### config.mk
export PLATFORM = sky130hd
export DESIGN_NAME = amax10_fb_scanout_reader_flat
export DESIGN_NICKNAME = d
export VERILOG_FILES = /design/src/rtl/amax10_fb_scanout_reader_if.sv /design/src/rtl/amax10_fb_scanout_reader.sv /design/src/flat_wrapper.sv
export SDC_FILE = /design/constraint.sdc
export NUM_CORES = 1
export LEC_CHECK = 0
export ABC_AREA = 1
export BUFFER_PORTS_ARGS = -buffer_cell sky130_fd_sc_hd__buf_4
export CAP_MARGIN = 30
export CORE_MARGIN = 2
export CORE_UTILIZATION = 40
export CTS_CLUSTER_DIAMETER = 100
export DETAILED_ROUTE_END_ITERATION = 10
export MAX_ROUTING_LAYER = met4
export PLACE_DENSITY = 0.57
export SLEW_MARGIN = 10
export SYNTH_ARGS = -nofsm -noshare
export SYNTH_HDL_FRONTEND = slang
export SYNTH_SLANG_ARGS = --single-unit
### constraint.sdc
create_clock -name clk -period 2.64 [get_ports clk]
set_input_delay 0.528 -clock clk [delete_from_list [all_inputs] [get_ports clk]]
set_output_delay 0.528 -clock clk [all_outputs]
set_load 0.05 [all_outputs]
### src/rtl/amax10_fb_scanout_reader_if.sv
// Bus bundle for the frame-buffer scan-out reader.
// Groups the RAM read port (Avalon slave side of the on-chip RAM) and the
// outgoing valid/ready pixel stream.
//   master : the scan-out reader (drives RAM requests, sources pixels)
//   slave  : RAM + downstream formatter (returns read data, accepts pixels)
// Ports carried:
//   mem_address/mem_chipselect/mem_write/mem_byteenable/mem_clken -> RAM
//   mem_readdata                                                   <- RAM
//   pix_data/pix_valid/pix_sof/pix_eol -> downstream, pix_ready <- downstream
`timescale 1ns/1ps
interface amax10_fb_scanout_reader_if #(
    parameter int unsigned ADDR_W = 16
);
    logic [ADDR_W-1:0] mem_address;
    logic              mem_chipselect;
    logic              mem_write;
    logic [3:0]        mem_byteenable;
    logic              mem_clken;
    logic [31:0]       mem_readdata;

    logic [23:0]       pix_data;
    logic              pix_valid;
    logic              pix_ready;
    logic              pix_sof;
    logic              pix_eol;

    modport master (
        output mem_address, mem_chipselect, mem_write, mem_byteenable, mem_clken,
        input  mem_readdata,
        output pix_data, pix_valid, pix_sof, pix_eol,
        input  pix_ready
    );

    modport slave (
        input  mem_address, mem_chipselect, mem_write, mem_byteenable, mem_clken,
        output mem_readdata,
        input  pix_data, pix_valid, pix_sof, pix_eol,
        output pix_ready
    );
endinterface

### src/rtl/amax10_fb_scanout_reader.sv
// Frame-buffer scan-out reader.
// On an accepted start, reads FB_WORDS sequential words from base_addr via the
// RAM port (1-cycle read latency), buffers them in a prefetch FIFO and emits
// them as a valid/ready pixel stream with start-of-frame / end-of-line flags.
// Ports:
//   clk, reset      : clock, synchronous active-high reset
//   start           : one-cycle frame request (ignored while busy)
//   base_addr       : first word address, latched on accepted start
//   busy            : frame in progress
//   frame_done      : one-cycle pulse the cycle after the last pixel transfer
//   underrun_count  : starved-cycle counter (only when FB_SCANOUT_UNDERRUN_CNT_EN
//                     is defined; otherwise tied to 0)
//   bus (master)    : RAM read port and pixel stream
// The interface instance must use the same ADDR_W as this module.
`timescale 1ns/1ps
module amax10_fb_scanout_reader #(
    parameter int unsigned ADDR_W     = 16,
    parameter int unsigned FB_WORDS   = 40000,
    parameter int unsigned LINE_WORDS = 200,
    parameter int unsigned FIFO_DEPTH = 8
) (
    input  logic              clk,
    input  logic              reset,
    input  logic              start,
    input  logic [ADDR_W-1:0] base_addr,
    output logic              busy,
    output logic              frame_done,
    output logic [15:0]       underrun_count,
    amax10_fb_scanout_reader_if.master bus
);
    localparam int unsigned PTR_W = $clog2(FIFO_DEPTH);
    localparam int unsigned CNT_W = PTR_W + 1;
    localparam int unsigned IDX_W = (FB_WORDS > 1) ? $clog2(FB_WORDS) : 1;
    localparam int unsigned COL_W = (LINE_WORDS > 1) ? $clog2(LINE_WORDS) : 1;
    localparam logic [IDX_W-1:0] LAST_IDX = IDX_W'(FB_WORDS - 1);
    localparam logic [COL_W-1:0] LAST_COL = COL_W'(LINE_WORDS - 1);
    localparam logic [CNT_W-1:0] DEPTH    = CNT_W'(FIFO_DEPTH);

    typedef enum logic [1:0] {StIdle, StRun, StDrain} state_t;

    state_t            state_q, state_d;
    logic [ADDR_W-1:0] addr_q;
    logic [IDX_W-1:0]  issue_idx_q;
    logic              inflight_q;
    logic [23:0]       fifo_mem [FIFO_DEPTH];
    logic [PTR_W-1:0]  wr_ptr_q, rd_ptr_q;
    logic [CNT_W-1:0]  fifo_cnt_q, fifo_cnt_d;
    logic [COL_W-1:0]  col_q;
    logic              first_q;
    logic              frame_done_q;

    logic accept, issue, push, pop, done;
    logic unused_readdata_hi;

    assign unused_readdata_hi = ^bus.mem_readdata[31:24];

    assign accept = (state_q == StIdle) && start;
    // Issue only while the FIFO is guaranteed to have room for the return.
    assign issue  = (state_q == StRun) && ((fifo_cnt_q + CNT_W'(inflight_q)) < DEPTH);
    assign push   = inflight_q;
    assign pop    = bus.pix_valid && bus.pix_ready;

    always_comb begin
        fifo_cnt_d = fifo_cnt_q;
        if (push && !pop) begin
            fifo_cnt_d = fifo_cnt_q + CNT_W'(1);
        end else if (pop && !push) begin
            fifo_cnt_d = fifo_cnt_q - CNT_W'(1);
        end
    end

    always_comb begin
        state_d = state_q;
        done    = 1'b0;
        unique case (state_q)
            StIdle:  if (start) state_d = StRun;
            StRun:   if (issue && (issue_idx_q == LAST_IDX)) state_d = StDrain;
            StDrain: begin
                // Leave on the edge of the final transfer so frame_done and
                // the falling busy appear together in the next cycle.
                if (fifo_cnt_d == '0) begin
                    state_d = StIdle;
                    done    = 1'b1;
                end
            end
            default: state_d = StIdle;
        endcase
    end

    always_ff @(posedge clk) begin
        if (reset) begin
            state_q      <= StIdle;
            addr_q       <= '0;
            issue_idx_q  <= '0;
            inflight_q   <= 1'b0;
            wr_ptr_q     <= '0;
            rd_ptr_q     <= '0;
            fifo_cnt_q   <= '0;
            col_q        <= '0;
            first_q      <= 1'b0;
            frame_done_q <= 1'b0;
        end else begin
            state_q      <= state_d;
            inflight_q   <= issue;
            frame_done_q <= done;
            fifo_cnt_q   <= fifo_cnt_d;
            if (accept) begin
                addr_q      <= base_addr;
                issue_idx_q <= '0;
                col_q       <= '0;
                first_q     <= 1'b1;
            end else if (issue) begin
                addr_q      <= addr_q + ADDR_W'(1);
                issue_idx_q <= issue_idx_q + IDX_W'(1);
            end
            if (push) begin
                wr_ptr_q <= wr_ptr_q + PTR_W'(1);
            end
            if (pop) begin
                rd_ptr_q <= rd_ptr_q + PTR_W'(1);
                first_q  <= 1'b0;
                col_q    <= (col_q == LAST_COL) ? '0 : col_q + COL_W'(1);
            end
        end
    end

    always_ff @(posedge clk) begin
        if (push) begin
            fifo_mem[wr_ptr_q] <= bus.mem_readdata[23:0];
        end
    end

`ifdef FB_SCANOUT_UNDERRUN_CNT_EN
    logic [15:0] underrun_q;
    always_ff @(posedge clk) begin
        if (reset || accept) begin
            underrun_q <= '0;
        end else if (busy && bus.pix_ready && !bus.pix_valid && (underrun_q != 16'hFFFF)) begin
            underrun_q <= underrun_q + 16'd1;
        end
    end
    assign underrun_count = underrun_q;
`else
    assign underrun_count = '0;
`endif

    assign busy               = (state_q != StIdle);
    assign frame_done         = frame_done_q;
    assign bus.mem_address    = addr_q;
    assign bus.mem_chipselect = issue;
    assign bus.mem_write      = 1'b0;
    assign bus.mem_byteenable = 4'hF;
    assign bus.mem_clken      = 1'b1;
    assign bus.pix_valid      = (fifo_cnt_q != '0);
    assign bus.pix_data       = fifo_mem[rd_ptr_q];
    assign bus.pix_sof        = bus.pix_valid && first_q;
    assign bus.pix_eol        = bus.pix_valid && (col_q == LAST_COL);
endmodule

### src/flat_wrapper.sv
// flat-port wrapper written by rule: the top's interface ports become plain ports
module amax10_fb_scanout_reader_flat 
#(
    parameter int unsigned ADDR_W     = 16,
    parameter int unsigned FB_WORDS   = 40000,
    parameter int unsigned LINE_WORDS = 200,
    parameter int unsigned FIFO_DEPTH = 8
)
  (clk, reset, start, base_addr, busy, frame_done, underrun_count, bus_mem_address, bus_mem_chipselect, bus_mem_write, bus_mem_byteenable, bus_mem_clken, bus_mem_readdata, bus_pix_data, bus_pix_valid, bus_pix_sof, bus_pix_eol, bus_pix_ready);
  amax10_fb_scanout_reader_if #(.ADDR_W(ADDR_W)) bus_i ();
  input  logic clk;
  input  logic reset;
  input  logic start;
  input  logic [ADDR_W-1:0] base_addr;
  output logic busy;
  output logic frame_done;
  output logic [15:0] underrun_count;
  output wire logic [$bits(bus_i.mem_address)-1:0] bus_mem_address;
  output wire logic [$bits(bus_i.mem_chipselect)-1:0] bus_mem_chipselect;
  output wire logic [$bits(bus_i.mem_write)-1:0] bus_mem_write;
  output wire logic [$bits(bus_i.mem_byteenable)-1:0] bus_mem_byteenable;
  output wire logic [$bits(bus_i.mem_clken)-1:0] bus_mem_clken;
  input wire logic [$bits(bus_i.mem_readdata)-1:0] bus_mem_readdata;
  output wire logic [$bits(bus_i.pix_data)-1:0] bus_pix_data;
  output wire logic [$bits(bus_i.pix_valid)-1:0] bus_pix_valid;
  output wire logic [$bits(bus_i.pix_sof)-1:0] bus_pix_sof;
  output wire logic [$bits(bus_i.pix_eol)-1:0] bus_pix_eol;
  input wire logic [$bits(bus_i.pix_ready)-1:0] bus_pix_ready;
  assign bus_mem_address = bus_i.mem_address;
  assign bus_mem_chipselect = bus_i.mem_chipselect;
  assign bus_mem_write = bus_i.mem_write;
  assign bus_mem_byteenable = bus_i.mem_byteenable;
  assign bus_mem_clken = bus_i.mem_clken;
  assign bus_i.mem_readdata = bus_mem_readdata;
  assign bus_pix_data = bus_i.pix_data;
  assign bus_pix_valid = bus_i.pix_valid;
  assign bus_pix_sof = bus_i.pix_sof;
  assign bus_pix_eol = bus_i.pix_eol;
  assign bus_i.pix_ready = bus_pix_ready;
  amax10_fb_scanout_reader #(.ADDR_W(ADDR_W), .FB_WORDS(FB_WORDS), .LINE_WORDS(LINE_WORDS), .FIFO_DEPTH(FIFO_DEPTH)) u_core (.clk(clk), .reset(reset), .start(start), .base_addr(base_addr), .busy(busy), .frame_done(frame_done), .underrun_count(underrun_count), .bus(bus_i));
endmodule
# --- Word level (Yosys, flattened, before mapping) ---
# Memories as Yosys holds them, arrays and structs flattened. A register that Yosys moved wholly into a read port is not among the register bits.
# Index checks and enable logic that the tools add are counted.
op_classes:
  add_sub_neg: 8
  order_cmp: 1
  n_eq_ne: 7
  mux: 16
  bitwise: 1
  reduce_logical: 20
ops:
  columns: ["op", "n"]
  rows:
  - ["16-bit by 1-bit adder with 16-bit output, second input constant", 2]
  - ["16-bit two-way mux", 2]
  - ["8-bit two-way mux", 3]
  - ["16-bit equality test, second input constant", 1]
  - ["8-bit by 1-bit adder with 8-bit output, second input constant", 1]
  - ["8-bit equality test, second input constant", 1]
  - ["1-bit logical AND", 8]
  - ["4-bit two-way mux", 2]
  - ["3-bit by 1-bit adder with 3-bit output, second input constant", 2]
  - ["2-bit two-way mux", 3]
  - ["3-bit two-way mux", 2]
  - ["2-bit case mux with 3 select lines", 1]
  - ["2-bit nonzero test", 3]
  - ["2-bit OR reduction", 3]
  - ["4-bit by 1-bit adder with 4-bit output", 1]
  - ["4-bit by 1-bit adder with 4-bit output, second input constant", 1]
  - ["4-bit logical NOT", 1]
  - ["4-bit < comparator, second input constant", 1]
  - ["2-bit != test, second input constant", 2]
  - ["4-bit nonzero test", 1]
  - ["4-bit by 1-bit subtractor with 4-bit output, second input constant", 1]
  - ["1-bit two-way mux", 3]
  - ["3-bit AND reduction", 1]
  - ["2-bit by 1-bit equality test with 1-bit output, second input constant", 1]
  - ["other kinds (5)", 6]
word_totals:
  register_bits: 55
  ramBits: 192
  input_bits: 52
  wordCells: 64
  n_memories: 1
mem_list:
  columns: ["memory", "depth", "word_bits", "read_ports", "rd_clocked_by_memory_dff", "wr", "line", "rtl"]
  rows:
  - ["u_core.fifo_mem", 8, 24, 1, 1, 1, "amax10_fb_scanout_reader.sv:45", "logic [23:0] fifo_mem [FIFO_DEPTH];"]

# --- Depth between registers and ports, before layout ---
# Gate-level depths: netlist of run 1.
logic_depth:
  word_depth: 8
  mapped_depth: 13

# --- Worst setup path before layout of run 1 ---
# No wires, ideal clock.
synth_timing:
  path_kind: "flip-flop to output port"
  from: "reg (tool-made name)"
  to: "out bus_pix_data[10]"
  arrival_time_ns: 1.895
  setup_slack_ns: 0.217
  stages_incl_launch_ff: 9
  path_cell_list: "dfxtp_1 -> buf_2 -> inv_2 -> buf_2 -> buf_2 -> nor2_1 -> o22ai_1 -> nor2_1 -> a31oi_1"
synth_lines:
  columns: ["item", "line", "rtl"]
  rows:
  - ["to (decl)", "flat_wrapper.sv:24", "output wire logic [$bits(bus_i.pix_data)-1:0] bus_pix_data;"]

==> results.toml, run 1 <==
[run_status]
status = "complete, but fails checks"
violations = "DRC"

[critical_path]
regToRegSetupSlack_ps = 710
arrival_ps = 2030
endpoint = "bus_pix_data[0]"
endpoint_kind = "primary output"
startpoint_type = "flop"
crit_fanout = 35
rr_startpoint = "u_core.inflight_q"
path_class = "reg2out"
slowest_stage = "dfxtp_4"
r2r-end = "u_core.fifo_mem[0][3]"
critical_path.max_stage_delay_ps = 440
worst-path-buf-inv = 2
crit_required_ps = 2110
reg2regPathDepth = 4
path_cells = "buf_12 -> o21ai_0 -> o22ai_1 -> nor2_1 -> a31oi_1 -> buf_4"
cp.depth = 6
crit_family = "compound AO/OA/AOI/OAI gates"

[power]
pwr-share-seq_pct = 37.8
totalPowerFinal_mw = 12.0
switching_share_pct = 36.9
pwr-share-comb_pct = 34.1
intPower_mw = 7.56
clockPowerShare_pct = 28.1
p_switching_mw = 4.42
ir_drop_mv = 0.539
p_per_area_mw_per_mm2 = 946
p_leak_nw = 4.47

[timing]
worst_slack_ps = 84.3
fin_worst_skew_ps = 17.6
whs_ps = 217
post-route-period-util_pct = 96.8
drv_slew = 0
finalSetupViolations = 0
fin_crit_ps = 2560
fmax_ghz = 0.391
max_slew_margin_pct = 57.1
hold_viol_final = 0
tightest_slew_ps = 642
grt_setup_unrepaired = "true"

[route]
drt-total-wl_mm = 24.4
antenna_left = 0
drc = 7
first_iter_violations = 454
first_pass_iters = 10
routedWlPerCell_um = 16.5
dr_total_vias = 7554
routed_via_density = 5.11

[min_path]
hold_path.class = "in2reg"

[final_layout]
fin_cells = 1478
fin_nets = 1180
area_delta_synth_final_pct = 18.9
fillers = 2379
final_util_pct = 48.5
drive_gt1_share_pct = 17.3

[global_routing]
grt_first_pass_wirelength_mm = 37.9
overflow = 0
grt_pass1_vias = 7143
antenna_found_initial = 2
grt_max_degree = 71
grt_use_total_pct = 17.3

[floorplan]
dieWidth_um = 167
fp.dieH_um = 167
rows = 59
start_util_pct = 40.8
core_area_mm2 = 0.0261
die_area_mm2 = 0.0280
ioPinCount = 120

[yosys]
synthTopCellsByCount = "nor2_1 (215), edfxtp_1 (192), o21ai_0 (117), nand2_1 (96), dfxtp_1 (58)"
yosys_warnings = 0
synth_seq_cells = 250
synth_edf_count = 192
synth.area.top_cells = "edfxtp_1 (54%), dfxtp_1 (11%), nor2_1 (7.6%)"
avgSynthCellArea_um2 = 10.4
ys_seq_area_share_pct = 65.0
synth_cells = 1023
syn_area_mm2 = 0.0107
ys.flop_type = "edfxtp_1"
synth.distinct_cells = 38
ys_async_sr_fraction_pct = 0
synth_top_area_share_pct = 54.1
yosys.area.top_type = "edfxtp_1"
synth.most_common_cell = "nor2_1"

[clock_network]
clock_path_buffers = 3
cts_tree = "done"
clk_pin_slew_ps = 60
clock_latency_ps = 540
cts_root_buf = "clkbuf_16"
hold_buffers = 0
cts_max_level = 1
cts_buffers = 27
clock_sinks = 250

[job]
maxCapViolCount = 0

[placed_design]
gp_congestion = 0.806
port_buffers = 89
dp_slack_ps = 427
placed_cells = 1422
hpwl_mm = 13.6
-- area by class of cell --
cell class / count / area [um^2] / share of cell area [%]
sequential: 250 / 6940 / 54.7
inverter: 58 / 239 / 1.89
multi-input combinational: 666 / 3250 / 25.7
antenna: 2 / 5.00 / 0.0395
tap: 335 / 419 / 3.31
timing repair buffer: 118 / 1030 / 8.13
clock inverter: 18 / 100 / 0.790
clock buffer: 31 / 691 / 5.45
-- worst min-delay path by stage --
stage                                     from                     end  slack (ps)  depth (start not counted)
after detailed placement        u_core.first_q          u_core.first_q         450                          2
after global placement      u_core.rd_ptr_q[2]      u_core.rd_ptr_q[2]         450                          2
after global routing       bus_mem_readdata[1]   u_core.fifo_mem[2][1]         200                          1
final                     bus_mem_readdata[16]  u_core.fifo_mem[7][16]         220                          1
after CTS                 bus_mem_readdata[20]  u_core.fifo_mem[3][20]         200                          1
after floorplan             u_core.rd_ptr_q[2]                    flop         430                          2
-- per-stage QoR --
step	setup TNS [ps]	area, um^2
6_report	0	12700
4_1_cts	-270	12500
2_1_floorplan	0	10700
3_3_place_gp	0	11700
3_5_place_dp	0	11700
5_1_grt	-16.4	12700
-- power groups by stage --
stage | sequential, mW | clock (mW) | combinational, mW
2_1_floorplan | 4.63 | 0 | 2.70
3_3_place_gp | 4.57 | 0 | 3.89
3_5_place_dp | 4.58 | 0 | 3.91
4_1_cts | 4.50 | 3.44 | 3.92
5_1_grt | 4.55 | 3.60 | 4.43
6_report | 4.53 | 3.37 | 4.08
-- sequential cells by signal, indices dropped and copies added (netlist names), named ones only --
| signal | cells |
|---|---|
| u_core.first_q | 1 |
| u_core.issue_idx_q | 16 |
| u_core.state_q | 2 |
| u_core.fifo_mem | 192 |
| u_core.bus.mem_address | 16 |
| u_core.fifo_cnt_q | 4 |
| u_core.col_q | 8 |
| u_core.frame_done | 1 |
| u_core.inflight_q | 1 |
| u_core.wr_ptr_q | 3 |
| u_core.rd_ptr_q | 3 |
-- cell usage in the layout (no fill, tap or decap), drive strengths merged, types with 27 or more instances in the layout --
cell type	instances
dfxtp	58
edfxtp	192
a21oi	44
nor2	222
nand2	104
buf	115
inv	57
a31oi	27
clkbuf	34
nand3	31
o21ai	120
-- cell families (layout without fill, tap and decap cells) --
group | count (synthesis) | in the layout | synth area share (%)
xor+xnor | 7 | 7 | 0.575
compound gates | 232 | 232 | 11.9
other cells | 2 | 24 | 0.0705
simple gates | 398 | 398 | 16.1
fa+ha+maj | 7 | 7 | 0.822
buf+inv | 127 | 225 | 5.55
flops | 250 | 250 | 65.0
-- repair_timing --
item	in CTS	in global routing
setup endpoints to repair	8	24
gates resized for setup	1	17
gates cloned	0	3
setup buffers	0	2
pin swaps	0	0
-- layer usage --
layer | part of all wire (%) | wire length (um) | track usage (%) | up-vias
li1 | - | - | - | 3756
met1 | 45 | 10900 | 22.7 | 3516
met2 | 46 | 11300 | 28.1 | 235
met3 | 6.5 | 1590 | 2.91 | 47
met4 | 2.5 | 620 | 4.39 | 0
met5 | 0 | 0 | - | -
-- worst reg2reg max path, stage by stage (launching register included) --
cell,delay (ps)
dfxtp_2,460
inv_1,170
or2_2,380
nor2_2,100
buf_4,430
(Power assumes the default switching activity.)
==> inputs of run 2 (changes only) <==
--- a/config.mk
+++ b/config.mk
@@ -13,7 +13,7 @@
 export CTS_CLUSTER_DIAMETER = 100
 export DETAILED_ROUTE_END_ITERATION = 10
 export MAX_ROUTING_LAYER = met4
-export PLACE_DENSITY = 0.57
+export PLACE_DENSITY = 0.66
 export SLEW_MARGIN = 10
 export SYNTH_ARGS = -nofsm -noshare
 export SYNTH_HDL_FRONTEND = slang
==> results.toml, run 2 (synthesis results as in run 1) <==
[final_layout]
layout_commonest_cell = "nor2_1"
fin_area_mm2 = 0.0131
fin_nets = 1192
drive_gt1_share_pct = 18.6
largest_reg_flops = 192
final_util_pct = 50.1
regMostFlops = "u_core.fifo_mem"
area_delta_synth_final_pct = 22.9
final_cell_mix = "nor2_1 (206), edfxtp_1 (192), o21ai_0 (110)"
fillers = 2284

[timing]
fmax_ghz = 0.383
grt_setup_unrepaired = "true"
tightest_slew_ps = 620
hold_viol_final = 0
whs_ps = 207
fin_crit_ps = 2610
finalSetupViolations = 0
post-route-period-util_pct = 98.9
fin_worst_skew_ps = 16.7
drv_slew = 0
tns_ps = 0
max_slew_margin_pct = 58.6

[job]
maxCapViolCount = 0

[global_routing]
overflow = 0
grt_max_degree = 65
grt_pass1_vias = 7301
grt_use_total_pct = 17.0
antenna_found_initial = 1
grt_first_pass_wirelength_mm = 37.5

[route]
first_pass_iters = 8
drc = 6
routedWlPerCell_um = 16.8
drt-total-wl_mm = 25.0
antenna_left = 0
dr_total_vias = 7794
first_iter_violations = 704
routed_via_density = 5.23

[critical_path]
endpoint_kind = "primary output"
path_class = "reg2out"
arrival_ps = 2080
crit_fanout = 8
path_cells = "buf_12 -> clkbuf_16 -> o21ai_2 -> o22ai_1 -> nor2_1 -> a31oi_1 -> buf_4"
crit_family = "buffers and inverters"
crit_required_ps = 2110
critical_path.max_stage_delay_ps = 450
slowest_stage = "dfxtp_4"
startpoint_type = "flop"
worst-path-buf-inv = 3

[floorplan]
core_area_mm2 = 0.0261
die_area_mm2 = 0.0280
start_util_pct = 40.8
fp.dieH_um = 167
rows = 59
ioPinCount = 120
dieWidth_um = 167

[power]
ir_drop_mv = 0.614
p_per_area_mw_per_mm2 = 999
p_leak_nw = 4.68

[clock_network]
clock_sinks = 250
cts_buffers = 27
hold_buffers = 0
clk_pin_slew_ps = 60
clock_latency_ps = 550
cts_root_buf = "clkbuf_16"
cts_tree = "done"
cts_max_level = 1
clock_path_buffers = 3

[run_status]
violations = "DRC"
status = "complete, but fails checks"

[placed_design]
gp_congestion = 0.866
postPlaceCellArea_mm2 = 0.0117
port_buffers = 89
hpwl_mm = 13.5

[min_path]
hold_path.class = "in2reg"
## run 2: changes by cell type in the layout (fill, tap and decap cells not counted), sizes merged
cell,delta
buf,+7
clkinv,-7
bufinv,+6
clkbuf,+4
inv,+3
bufbuf,+1
clkinvlp,-1
diode,-1
## run 2: repair_timing
action	in CTS	in global routing
gates resized for setup	2	28
hold endpoints to repair	0	0
setup endpoints to repair	10	16
pin swaps	1	14
buffers inserted	2	5
cloned	1	10
## run 2: worst paths after layout
| check | startpoint | to | slack [ps] | depth (start not counted) |
|---|---|---|---|---|
| max | flop | bus_pix_data[9] | 30 | 7 |
| min | bus_mem_readdata[4] | u_core.fifo_mem[1][4] | 210 | 1 |
| max reg2reg | u_core.fifo_cnt_q[1] | u_core.issue_idx_q[11] | 790 | 13 |
| min reg2reg | u_core.first_q | u_core.first_q | 470 | 2 |
## run 2: cell type report
cell class	count	area [um^2]	area share, %
Tap cell	335	419	3.20
Inverter	58	228	1.74
Timing Repair Buffer	130	1270	9.73
Sequential cell	250	6930	53.0
Clock buffer	31	701	5.35
Antenna cell	1	2.50	0.0191
Clock inverter	19	267	2.04
Multi-Input combinational cell	666	3270	25.0
## run 2: worst reg2reg max path, cell delays in order (launching register included)
cell	delay, ps
dfxtp_1	430
nand3_1	100
nand2_1	70
nand2_1	80
nand2_2	80
nand2_4	180
inv_4	240
nand2_2	110
inv_2	80
nand2_1	70
nor2_1	140
nand2_1	60
nand2_1	50
nor2_1	30
## run 2: metrics by stage
stage                     setup WS, ps  power, mW  std cells
after CTS                        -27.0       12.6       1474
after global placement             493       8.42       1421
final                             29.1       13.1       1490
after floorplan                    217       7.33       1043
after global routing             -55.1       13.7       1490
after detailed placement           494       8.46       1421
## run 2: power breakdown
group	internal (mW)	switching (mW)	leakage, nW
Sequential	4.38	0.145	2.20
Clock	2.50	1.55	0.473
Combinational	1.58	2.92	2.00
## run 2: metal layers
metal	global-route usage, %	vias up	routed length, um
met5	-	-	0
met4	4.69	0	517
met3	2.62	42	1600
met2	27.9	256	11800
met1	22.3	3713	11100
li1	-	3783	-
